==> src/rtl/fnd_apb_pkg.sv <==
// Shared types and constants for the FND APB arbiter slice.
//   state_t        : APB master sequencer states
//   FND_DATA_ADDR  : FND data register (4 BCD digits)
//   FND_CTRL_ADDR  : FND control register (bit0 = scan enable)
//   FND_WORD_W     : width of one client display word
package fnd_apb_pkg;

  typedef enum logic [1:0] {
    IDLE   = 2'd0,
    SETUP  = 2'd1,
    ACCESS = 2'd2
  } state_t;

  localparam logic [3:0] FND_DATA_ADDR = 4'h0;
  localparam logic [3:0] FND_CTRL_ADDR = 4'h4;
  localparam int         FND_WORD_W    = 16;

endpackage

==> src/rtl/fnd_rr_arbiter.sv <==
// Combinational round-robin pick: returns the first asserted request found
// when scanning upward from rr_ptr, wrapping from NUM_REQ-1 back to 0.
//   req       in  NUM_REQ  request vector
//   rr_ptr    in  IDX_W    index with highest priority this turn
//   any_valid out 1        at least one request asserted
//   idx       out IDX_W    chosen index (0 when any_valid is low)
module fnd_rr_arbiter
  import fnd_apb_pkg::*;
#(
  parameter int NUM_REQ = 4,
  parameter int IDX_W   = $clog2(NUM_REQ)
) (
  input  logic [NUM_REQ-1:0] req,
  input  logic [IDX_W-1:0]   rr_ptr,
  output logic               any_valid,
  output logic [IDX_W-1:0]   idx
);

  // Scan offsets from farthest to nearest so the nearest valid one wins.
  always_comb begin
    logic [IDX_W:0]   sum;
    logic [IDX_W-1:0] cand;
    any_valid = 1'b0;
    idx       = '0;
    sum       = '0;
    cand      = '0;
    for (int k = NUM_REQ - 1; k >= 0; k--) begin
      sum = {1'b0, rr_ptr} + (IDX_W+1)'(k);
      if (sum >= (IDX_W+1)'(NUM_REQ)) sum = sum - (IDX_W+1)'(NUM_REQ);
      cand = sum[IDX_W-1:0];
      if (req[cand]) begin
        any_valid = 1'b1;
        idx       = cand;
      end
    end
  end

endmodule

==> src/rtl/fnd_apb_arbiter.sv <==
// APB master sharing the FND 7-segment peripheral between NUM_REQ clients.
// Pending 16-bit BCD words are granted round-robin and written to the FND
// data register; the control register is rewritten whenever disp_en differs
// from the last value written (and once after reset).
//   PCLK, PRESET      clock, synchronous active-high reset
//   req_valid/data    per-client pending word, word i at [16i+15:16i]
//   req_ready         one-cycle completion strobe per client (combinational)
//   disp_en           desired FND scan enable
//   PADDR..PREADY     APB master port towards the FND slave
//   grant_id          index of last/current data grant
//   busy              transfer in progress
//   err               one-cycle pulse when PREADY times out
module fnd_apb_arbiter
  import fnd_apb_pkg::*;
#(
  parameter int NUM_REQ     = 4,
  parameter int TIMEOUT_CYC = 16
) (
  input  logic                          PCLK,
  input  logic                          PRESET,
  input  logic [NUM_REQ-1:0]            req_valid,
  input  logic [FND_WORD_W*NUM_REQ-1:0] req_data,
  output logic [NUM_REQ-1:0]            req_ready,
  input  logic                          disp_en,
  output logic [3:0]                    PADDR,
  output logic [31:0]                   PWDATA,
  output logic                          PWRITE,
  output logic                          PSEL,
  output logic                          PENABLE,
  input  logic                          PREADY,
  output logic [$clog2(NUM_REQ)-1:0]    grant_id,
  output logic                          busy,
  output logic                          err
);

  localparam int IDX_W = $clog2(NUM_REQ);
  localparam int CNT_W = $clog2(TIMEOUT_CYC + 1);

  state_t           state, state_d;
  logic             psel_d, penable_d, pwrite_d, busy_d, err_d;
  logic [3:0]       paddr_d;
  logic [31:0]      pwdata_d;
  logic [IDX_W-1:0] cur_grant, cur_grant_d;
  logic             cur_is_data, cur_is_data_d;
  logic [IDX_W-1:0] rr_ptr, rr_ptr_d;
  logic             ctrl_pending, ctrl_pending_d;
  logic             en_shadow, en_shadow_d;
  logic [CNT_W-1:0] acc_cnt, acc_cnt_d;
  logic             ctrl_load;
  logic             arb_any;
  logic [IDX_W-1:0] arb_idx;
  logic [IDX_W-1:0] grant_next;

  logic [FND_WORD_W-1:0] words [NUM_REQ];
  for (genvar g = 0; g < NUM_REQ; g++) begin : g_unpack
    assign words[g] = req_data[FND_WORD_W*g +: FND_WORD_W];
  end

  fnd_rr_arbiter #(
    .NUM_REQ (NUM_REQ),
    .IDX_W   (IDX_W)
  ) u_rr (
    .req       (req_valid),
    .rr_ptr    (rr_ptr),
    .any_valid (arb_any),
    .idx       (arb_idx)
  );

  // cur_grant doubles as the registered grant_id output.
  assign grant_id   = cur_grant;
  assign grant_next = (cur_grant == IDX_W'(NUM_REQ - 1)) ? '0 : cur_grant + IDX_W'(1);
  assign req_ready  = (state == ACCESS && PREADY && cur_is_data) ?
                      (NUM_REQ'(1) << cur_grant) : '0;

  always_comb begin
    state_d        = state;
    psel_d         = PSEL;
    penable_d      = PENABLE;
    pwrite_d       = PWRITE;
    paddr_d        = PADDR;
    pwdata_d       = PWDATA;
    busy_d         = busy;
    err_d          = 1'b0;
    cur_grant_d    = cur_grant;
    cur_is_data_d  = cur_is_data;
    rr_ptr_d       = rr_ptr;
    ctrl_pending_d = ctrl_pending;
    en_shadow_d    = en_shadow;
    acc_cnt_d      = acc_cnt;
    ctrl_load      = 1'b0;

    case (state)
      IDLE: begin
        if (ctrl_pending) begin
          // Control write wins over any data request.
          ctrl_load      = 1'b1;
          paddr_d        = FND_CTRL_ADDR;
          pwdata_d       = {31'b0, disp_en};
          cur_is_data_d  = 1'b0;
          en_shadow_d    = disp_en;
          ctrl_pending_d = 1'b0;
          psel_d         = 1'b1;
          penable_d      = 1'b0;
          pwrite_d       = 1'b1;
          busy_d         = 1'b1;
          state_d        = SETUP;
        end else if (arb_any) begin
          paddr_d       = FND_DATA_ADDR;
          pwdata_d      = {{(32-FND_WORD_W){1'b0}}, words[arb_idx]};
          cur_grant_d   = arb_idx;
          cur_is_data_d = 1'b1;
          psel_d        = 1'b1;
          penable_d     = 1'b0;
          pwrite_d      = 1'b1;
          busy_d        = 1'b1;
          state_d       = SETUP;
        end
      end
      SETUP: begin
        penable_d = 1'b1;
        acc_cnt_d = '0;
        state_d   = ACCESS;
      end
      ACCESS: begin
        if (PREADY || acc_cnt == CNT_W'(TIMEOUT_CYC - 1)) begin
          // Timeout also rotates the pointer so a stuck client cannot starve others.
          err_d     = !PREADY;
          psel_d    = 1'b0;
          penable_d = 1'b0;
          pwrite_d  = 1'b0;
          busy_d    = 1'b0;
          state_d   = IDLE;
          if (cur_is_data) rr_ptr_d = grant_next;
        end else begin
          acc_cnt_d = acc_cnt + CNT_W'(1);
        end
      end
      default: state_d = IDLE;
    endcase

    // Any mismatch outside a ctrl load schedules one write of the current value.
    if (!ctrl_load && disp_en != en_shadow) ctrl_pending_d = 1'b1;
  end

  always_ff @(posedge PCLK) begin
    if (PRESET) begin
      state        <= IDLE;
      PSEL         <= 1'b0;
      PENABLE      <= 1'b0;
      PWRITE       <= 1'b0;
      PADDR        <= '0;
      PWDATA       <= '0;
      busy         <= 1'b0;
      err          <= 1'b0;
      cur_grant    <= '0;
      cur_is_data  <= 1'b0;
      rr_ptr       <= '0;
      ctrl_pending <= 1'b1;
      en_shadow    <= 1'b0;
      acc_cnt      <= '0;
    end else begin
      state        <= state_d;
      PSEL         <= psel_d;
      PENABLE      <= penable_d;
      PWRITE       <= pwrite_d;
      PADDR        <= paddr_d;
      PWDATA       <= pwdata_d;
      busy         <= busy_d;
      err          <= err_d;
      cur_grant    <= cur_grant_d;
      cur_is_data  <= cur_is_data_d;
      rr_ptr       <= rr_ptr_d;
      ctrl_pending <= ctrl_pending_d;
      en_shadow    <= en_shadow_d;
      acc_cnt      <= acc_cnt_d;
    end
  end

endmodule

==> config.mk <==
export PLATFORM = sky130hd
export DESIGN_NAME = fnd_apb_arbiter
export DESIGN_NICKNAME = d
export VERILOG_FILES = /design/src/rtl/fnd_apb_pkg.sv /design/src/rtl/fnd_rr_arbiter.sv /design/src/rtl/fnd_apb_arbiter.sv
export SDC_FILE = /design/constraint.sdc
export NUM_CORES = 1
export LEC_CHECK = 0
export ABC_AREA = 1
export CORE_MARGIN = 1.5
export CORE_UTILIZATION = 35
export CTS_CLUSTER_DIAMETER = 200
export DETAILED_ROUTE_END_ITERATION = 8
export PLACE_DENSITY = 0.71
export SYNTH_ARGS = -nofsm -noshare
export SYNTH_HDL_FRONTEND = slang
export SYNTH_SLANG_ARGS = --single-unit
==> constraint.sdc <==
create_clock -name PCLK -period 5.1 [get_ports PCLK]
set_clock_uncertainty 0.1 [all_clocks]
set_input_delay 0.765 -clock PCLK [delete_from_list [all_inputs] [get_ports PCLK]]
set_output_delay 0.765 -clock PCLK [all_outputs]
set_load 0.1 [all_outputs]
==> results by stage, run 1 <==
Global route:
- The largest net degree at the start of global routing is 35.
- The total overflow left after global routing is 0.
- The first-pass GRT wire length is 10400 um.
- The via count of the first global-routing pass is 2420.
- Global routing used 17.3% of the available tracks.
- The number of antenna violations at the first check in global routing came to 0.

Route:
- The detailed-route DRC error count is 5.
- For this block, the initial DRC count from the detailed router was 93.
- Dividing the detail-routed wire length by the instance count gives 11.7 um.
- The number of vias per cell after detailed routing is 4.80.
- The final wirelength is 6290 um.
- The detail route stage leaves a number of antenna-violating nets equal to 0.
- For this run, the detailed router's first-pass iteration total came to 7.
- The final route contains 2583 vias.

Power and ir drop:
- The power per cell area is 308 mW/mm2.
- The static leakage power is 0.00150 uW.
- Across the VDD grid, the largest voltage drop is 0.139 mV.

Worst setup path:
- For the worst setup path, the data required time is 4240 ps.
- The worst setup path is launched from an input pin.
- The startpoint identified for the worst register-to-register timing path is rr_ptr[0].
- The cell depth of the worst flop-to-flop path is 12.
- In this run the worst path has a maximum fanout of 4.
- The critical path class is in2out.
- The endpoint of the lowest-slack register-to-register path is PWDATA[10].
- The worst setup path is captured at a primary output.
- The flop-to-flop setup slack is 2320 ps.
- At the worst endpoint, the arrival time is 2710 ps.

Die:
- The boundary pin count is 119.
- The area of the core is 0.00646 mm2.
- The floorplan step set the die width to 85.3 um.
- The initial cell density of the core is 36.7%.
- The height of the die is 85.3 um.
- The die covers 0.00728 mm2.
- The number of core rows is 29.

Clock tree:
- The clock-pin slew on the worst setup and hold paths is 80 ps.
- The post-cts gate resize count is 0.
- TritonCTS built the clock tree.
- The hold-fix buffer count after cts is 0.
- The number of buffers created by CTS is 5.
- No sink is reached through more buffers than the 2 on the longest clock path.
- The later-pin clock latency in the skew report is 280 ps.
- The number of sinks driven by the clock tree is 34.
- The tree is rooted in a sky130_fd_sc_hd__clkbuf_8.
- The H-tree depth reported by CTS is 2.
- Once the clock tree was built, the setup fixing pass inserted 0 buffers.

Cells and area:
- The count of antenna diodes in the layout is 0.
- The area overhead of the layout relative to synthesis is 42.8%.
- The sequential cells in the finished layout cover a total of 681 um2.
- The number of filler instances in the final layout is 634.
- After the last flow step, the layout net total stands at 538.
- The multi-input gate area in the final layout is 0.00127 mm2.
- The share of layout cells above drive strength 1 is 4.77%.
- The number of standard cells in the final layout excluding fillers is 538.

STA:
- The total of endpoints with negative setup slack in the final report is 0.
- The final critical path takes up 70.0% of the cycle.
- Static timing analysis puts the maximum clock frequency at 280 MHz.
- For the pin with the worst max-slew slack, the measured transition is 992 ps.
- The final count of pins violating max slew is 0.
- The tightest slew margin relative to the limit is 33.6%.
- The worst path in the final design needs a cycle of 3570 ps, including I/O delays and setup.
- Adding up every negative setup slack in the final design gives 0 ps.
- The hold violation total from the final report is 0.
- Setup repair after global routing left no endpoint under its margin.

Run status:
- The flow ran to the end, but the final reports show violations.
- The final reports fail on design-rule violations.

Job:
- The tool flagged a number of max-cap violations equal to 0.

Placement:
- The congestion estimate from routability-driven global placement came to 0.853.
- The HPWL after detailed placement is 4900 um.
- The cell count after placement is 530.
- The number of I/O port buffers is 99.

Synth:
- The share of Yosys cell area claimed by the top area cell type is 28.7%.
- In this run, synthesis produced a sequential element count of 34.
- The dominant cell type by area after synthesis is sky130_fd_sc_hd__dfxtp_1.
- The gate count of the mapped netlist is 373.
- Ranked by total cell area, the synthesized netlist is headed by sky130_fd_sc_hd__dfxtp_1 29%, sky130_fd_sc_hd__nand3_1 17%, sky130_fd_sc_hd__nand2_1 14%.
- The cell area after synthesis is 0.00237 mm2.
- During synthesis, Yosys emitted a total of 0 warnings.
- The number of unique standard cell types used by synthesis is 26.
- In this run the mean area of a mapped cell was 6.36 um2.
- The fraction of the yosys area taken by sequential cells is 28.7%.

Hold path:
- The class of the tightest hold or removal check is reg2reg.
- The worst hold path passes through 2 cells.
- The path with the worst hold slack has its endpoint at PWDATA[5].
- The source of the worst hold timing path is PWDATA[5].
==> layout by cell type (no fill, tap or decap), drive strengths merged <==
| master | instances |
|---|---|
| o22ai | 1 |
| inv | 52 |
| o21ai | 8 |
| nand4 | 1 |
| buf | 1 |
| dfxtp | 34 |
| xor2 | 2 |
| ha | 6 |
| nor3 | 4 |
| nor2 | 19 |
| clkbuf | 5 |
| bufinv | 2 |
| clkinv | 2 |
| nand3b | 4 |
| nand2 | 91 |
| a21oi | 24 |
| conb | 19 |
| a211oi | 2 |
| xnor2 | 1 |
| clkdlybuf4s50 | 99 |
| nand3 | 84 |
==> synthesized netlist by cell type (all sizes together) <==
library cell,instances
a211oi,2
a21oi,24
buf,35
clkbuf,3
clkinv,1
conb,1
dfxtp,34
ha,6
inv,52
nand2,91
nand3,84
nand3b,4
nand4,1
nor2,19
nor3,4
o21ai,8
o22ai,1
xnor2,1
xor2,2
==> logic make-up after synthesis <==
| logic type | Yosys count | share of synthesized area [%] |
|---|---|---|
| other cells | 1 | 0.158 |
| compound gates | 35 | 7.65 |
| xor+xnor | 3 | 1.11 |
| simple gates | 203 | 38.8 |
| flops | 34 | 28.7 |
| buf+inv | 91 | 20.5 |
| fa+ha+maj | 6 | 3.16 |
==> sequential cells by signal (all words and copies together), names as in the netlist <==
| name | count |
|---|---|
| rr_ptr | 2 |
| grant_id | 2 |
| PWDATA | 16 |
| acc_cnt | 5 |
| en_shadow | 1 |
| ctrl_pending | 1 |
| PADDR | 1 |
| cur_is_data | 1 |
| err | 1 |
| state | 2 |
| PENABLE | 1 |
| busy | 1 |
==> layer usage <==
metal | vias to the layer above | global-route usage (%) | part of all wire, % | routed length, um
met5 | - | 0 | 0 | 0
met4 | 0 | 5.57 | 1.6 | 100
met3 | 9 | 4.18 | 5.5 | 344
met2 | 88 | 30.2 | 49 | 3090
met1 | 1166 | 20.9 | 44 | 2750
li1 | 1320 | - | - | -
==> report_power, final <==
group          switching [uW]  total (uW)  internal [uW]
clock                     102         298            196
sequential               16.7         305            288
combinational             316         442            126
total                     435        1040            610
==> critical path: stages <==
cell	delay (ps)
sky130_fd_sc_hd__clkdlybuf4s50_1	510
sky130_fd_sc_hd__nand3_1	150
sky130_fd_sc_hd__nor2_1	130
sky130_fd_sc_hd__clkdlybuf4s50_1	1150
==> worst max-delay path by stage <==
| stage | start | to | slack, ps | cells past startpoint |
|---|---|---|---|---|
| final | PREADY | req_ready[1] | 1530 | 4 |
| after global routing | PREADY | req_ready[1] | 1440 | 4 |
| after CTS | PREADY | req_ready[1] | 1510 | 4 |
| after detailed placement | PREADY | req_ready[1] | 1520 | 4 |
| after global placement | PREADY | req_ready[0] | 1570 | 4 |
| after floorplan | grant_id[1] | req_ready[3] | 1680 | 3 |
==> cell type report <==
class                           count  share of cell area, %
Inverter                           53                   5.91
Tap cell                           77                   2.84
Timing Repair Buffer              100                   29.5
Multi-Input combinational cell    266                   37.6
Sequential cell                    34                   20.1
Clock buffer                        5                   2.03
Clock inverter                      3                   2.03
==> stage by stage <==
stage | util (%) | hold slack [ps] | setup WS [ps] | instance area (um2) | power (uW)
after floorplan | - | 347 | 1680 | 2440 | 654
after global placement | 50.3 | 352 | 1570 | 3250 | 750
after detailed placement | 50.3 | 358 | 1520 | 3250 | 753
after CTS | 52.4 | 371 | 1510 | 3390 | 1050
after global routing | 52.4 | 383 | 1440 | 3390 | 1100
final | 52.4 | 368 | 1530 | 3390 | 1040
Note: power is estimated with default switching activity, not from simulation.
==> run 2, diff against run 1 <==
- PLACE_DENSITY: 0.71 -> 0.74
- clock period: 5.1 -> 2.9 ns (I/O delays scaled with it)
==> run 2 against run 1 <==
  * The run still ends with design-rule violations left
  * Hold slack worse by 3.6 ps
  * Count of clock-buffer cells in the layout increased by 1
  * Total power is 59% higher
  * Largest power group unchanged
  * First-iteration DRC count increased by 17%
  * Sequential cell count stayed put
  * Critical path depth is 12 higher
  * Wire length is 2.6% higher
==> results by stage, run 2 (synthesis results as in run 1) <==
Run status:
- Run status: finished, violations left (unchanged).
- Failing checks: design-rule violations (unchanged).

Die:
- The initial cell density of the core came to 36.7% (unchanged).
- The boundary pin count is 119 (unchanged).
- The number of core rows is 29 (unchanged).
- The height of the die is 85.3 um (unchanged).
- The full die area is 0.00728 mm2 (unchanged).
- The area of the core was 0.00646 mm2 (unchanged).
- The chip width is 85.3 um (unchanged).

Placement:
- The final HPWL from detailed placement is 5050 um (was 4900 um).
- The final weighted congestion in routability-driven placement is 0.809 (was 0.853).
- The number of I/O port buffers came to 99 (unchanged).

Route:
- The number of vias per cell after detailed routing came to 4.76 (was 4.80).
- The iteration count of the initial detailed-routing pass is 8 (was 7).
- The residual antenna-violating net count after detailed routing is 0 (unchanged).
- The via total after detailed routing is 2572 (was 2583).
- The detailed-route DRC error count was 4 (was 5).
- The first-iteration detailed-routing DRC count was 109 (was 93).
- The final wirelength is 6450 um (was 6290 um).
- The routed wire length per instance is 11.9 um (was 11.7 um).

Power and ir drop:
- The combinational cell fraction of total power was 46.8% (was 42.3%).
- The internal power consumption is 910 uW (was 610 uW).
- The switching power came to 755 uW (was 435 uW).
- The worst-case vdd ir drop was 0.209 mV (was 0.139 mV).
- The portion of total power attributed to sequential cells is 32.4% (was 29.2%).
- The switching share of total power is 45.4% (was 41.6%).
- The power per cell area is 495 mW/mm2 (was 308 mW/mm2).
- The relative contribution of the clock network to total power came to 20.8% (was 28.5%).
- The post-route total power came to 1670 uW (was 1040 uW).
- The static leakage power is 0.00156 uW (was 0.00150 uW).

Worst setup path:
- The endpoint kind of the worst setup timing path is a flop (was primary output).
- The kind of start point of the critical path is an input pin (unchanged).
- The data required time of the worst path is 3040 ps (was 4240 ps).
- Chain of cells forming the critical path: clkdlybuf4s50_1 -> inv_1 -> nand2_1 -> nand3_1 -> nand2_1 -> nand3_2 -> nand2_1 -> nand2_2 -> nand2_2 -> buf_12 -> inv_1 -> nand2_1 -> nand3_1 -> nand3_1 -> nand2_1 -> inv_1 (was clkdlybuf4s50_1 -> nand3_1 -> nor2_1 -> clkdlybuf4s50_1).
- The flop-to-flop setup slack came to 730 ps (was 2320 ps).
- The delay of the slowest cell on the worst path is 480 ps (was 1150 ps).
- The data arrival time at the worst-slack endpoint is 2330 ps (was 2710 ps).
- The critical path class is in2reg (was in2out).
- The worst setup path startpoint is req_valid[1] (was PREADY).
- The cell with the biggest individual delay on the critical path is sky130_fd_sc_hd__clkdlybuf4s50_1 (unchanged).
- The maximum fanout along the worst path was 25 (was 4).
- The most prevalent standard cell on the critical path is sky130_fd_sc_hd__nand2_1 (was sky130_fd_sc_hd__clkdlybuf4s50_1).
- The start of the worst register-to-register path is rr_ptr[0] (unchanged).

Global route:
- The largest net degree at the start of global routing is 29 (was 35).
- The global-route congestion overflow total came to 0 (unchanged).
- The via count of the first global-routing pass is 2409 (was 2420).
- The overall fraction of global-route tracks in use came to 18.6% (was 17.3%).
- The number of antenna violations at the first check in global routing is 0 (unchanged).
- The first-pass GRT wire length is 10900 um (was 10400 um).

Clock tree:
- The clock-pin slew on the worst setup and hold paths is 60 ps (was 80 ps).
- The number of buffers on the longest clock path came to 2 (unchanged).
- The number of buffers inserted by post-CTS setup repair is 0 (unchanged).
- The TritonCTS clock tree is built (unchanged).
- The root cell of the clock tree is sky130_fd_sc_hd__clkbuf_8 (unchanged).
- The number of sinks driven by the clock tree is 34 (unchanged).
- The later-pin clock latency in the skew report is 290 ps (was 280 ps).
- The H-tree depth reported by CTS was 2 (unchanged).
- The hold-fix buffer count after cts came to 0 (unchanged).
- The number of buffers created by CTS came to 5 (unchanged).
- The post-cts gate resize count is 0 (unchanged).

STA:
- The hold violation total from the final report is 0 (unchanged).
- The final count of pins violating max slew is 0 (unchanged).
- Unrepaired setup endpoints after global routing: no (unchanged).
- The final clock period utilization by the worst path is 75.5%.
- After layout, the minimum clock period comes to 2190 ps.
- For this run, the top clock speed supported by timing is 457 MHz.
- The accumulated negative setup slack is 0 ps (unchanged).
- The total of endpoints with negative setup slack in the final report came to 0 (unchanged).

Cells and area:
- The count of antenna diodes in the layout is 0 (unchanged).
- The final layout net count is 542 (was 538).
- The most common library cell in the layout ignoring fill and taps is sky130_fd_sc_hd__nand2_1 (was sky130_fd_sc_hd__clkdlybuf4s50_1).
- Largest registers: PWDATA: 16 flops, acc_cnt: 5 flops (unchanged).
- The share of layout cells above drive strength 1 is 11.9% (was 4.77%).
- The top register by number of flip-flops is PWDATA (unchanged).
- Leading cell types in the layout, fill and taps excluded: 86 x sky130_fd_sc_hd__nand2_1, 81 x sky130_fd_sc_hd__nand3_1, 71 x sky130_fd_sc_hd__clkdlybuf4s50_1, 49 x sky130_fd_sc_hd__inv_1, 34 x sky130_fd_sc_hd__dfxtp_1 (was 99 x sky130_fd_sc_hd__clkdlybuf4s50_1, 86 x sky130_fd_sc_hd__nand2_1, 81 x sky130_fd_sc_hd__nand3_1, 49 x sky130_fd_sc_hd__inv_1, 34 x sky130_fd_sc_hd__dfxtp_1).
- The area overhead of the layout relative to synthesis is 41.7% (was 42.8%).
- The number of flip-flops in the largest register is 16 (unchanged).

Hold path:
- The source of the worst hold timing path is PWDATA[4] (was PWDATA[5]).
- The class of the tightest hold or removal check is reg2reg (unchanged).

Job:
- The number of maximum-capacitance constraint violations is 0 (unchanged).
[run 2: cell types whose count changed in the layout (fill, tap and decap cells not counted)]
cell	before	now
sky130_fd_sc_hd__clkinv_4	1	0
sky130_fd_sc_hd__buf_4	1	28
sky130_fd_sc_hd__clkdlybuf4s50_1	99	71
sky130_fd_sc_hd__nor2_1	18	15
sky130_fd_sc_hd__clkbuf_8	5	6
sky130_fd_sc_hd__nor2_2	1	4
sky130_fd_sc_hd__buf_12	0	5
sky130_fd_sc_hd__bufinv_16	2	0
[run 2: power groups by stage]
stage                     sequential, uW  clock, uW  combinational [uW]
after CTS                            540        352                 782
after global placement               550          0                 776
final                                539        346                 780
after floorplan                      738          0                 414
after detailed placement             550          0                 781
after global routing                 545        376                 836
[run 2: final timing paths]
path / endpoint / cells past startpoint
worst max-delay path: PWDATA[2] / 16
worst min-delay path: PWDATA[4] / 2
worst max register to register: PWDATA[2] / 15
worst min register to register: PWDATA[4] / 2
[run 2: per-layer routing]
metal	GRT usage (%)	wire (um)	vias up
li1	-	-	1333
met1	23.9	2920	1150
met2	31.5	3110	83
met3	4.77	358	6
met4	3.52	53	0
met5	0	0	-
[run 2: cell type report]
class	instances	area, um2
Clock buffer	6	82.6
Fill cell	672	3100
Inverter	53	200
Multi-Input combinational cell	266	1280
Sequential cell	34	681
Tap cell	77	96.3
Timing Repair Buffer	104	1020
[run 2: metrics by stage]
stage	std cells	hold slack (ps)	setup slack, ps	util, %	area, um2
2_1_floorplan	391	347	15.1	-	2450
5_1_grt	540	391	465	52.1	3360
3_5_place_dp	534	356	418	50.8	3280
3_3_place_gp	534	356	458	50.8	3280
6_report	540	364	710	52.1	3360
4_1_cts	540	366	722	52.1	3360
[run 2: worst max-delay path: cells and delay by family]
family | cells | cell delay (ps)
AND/OR/NAND/NOR | 11 | 1030
buffers and inverters | 5 | 860
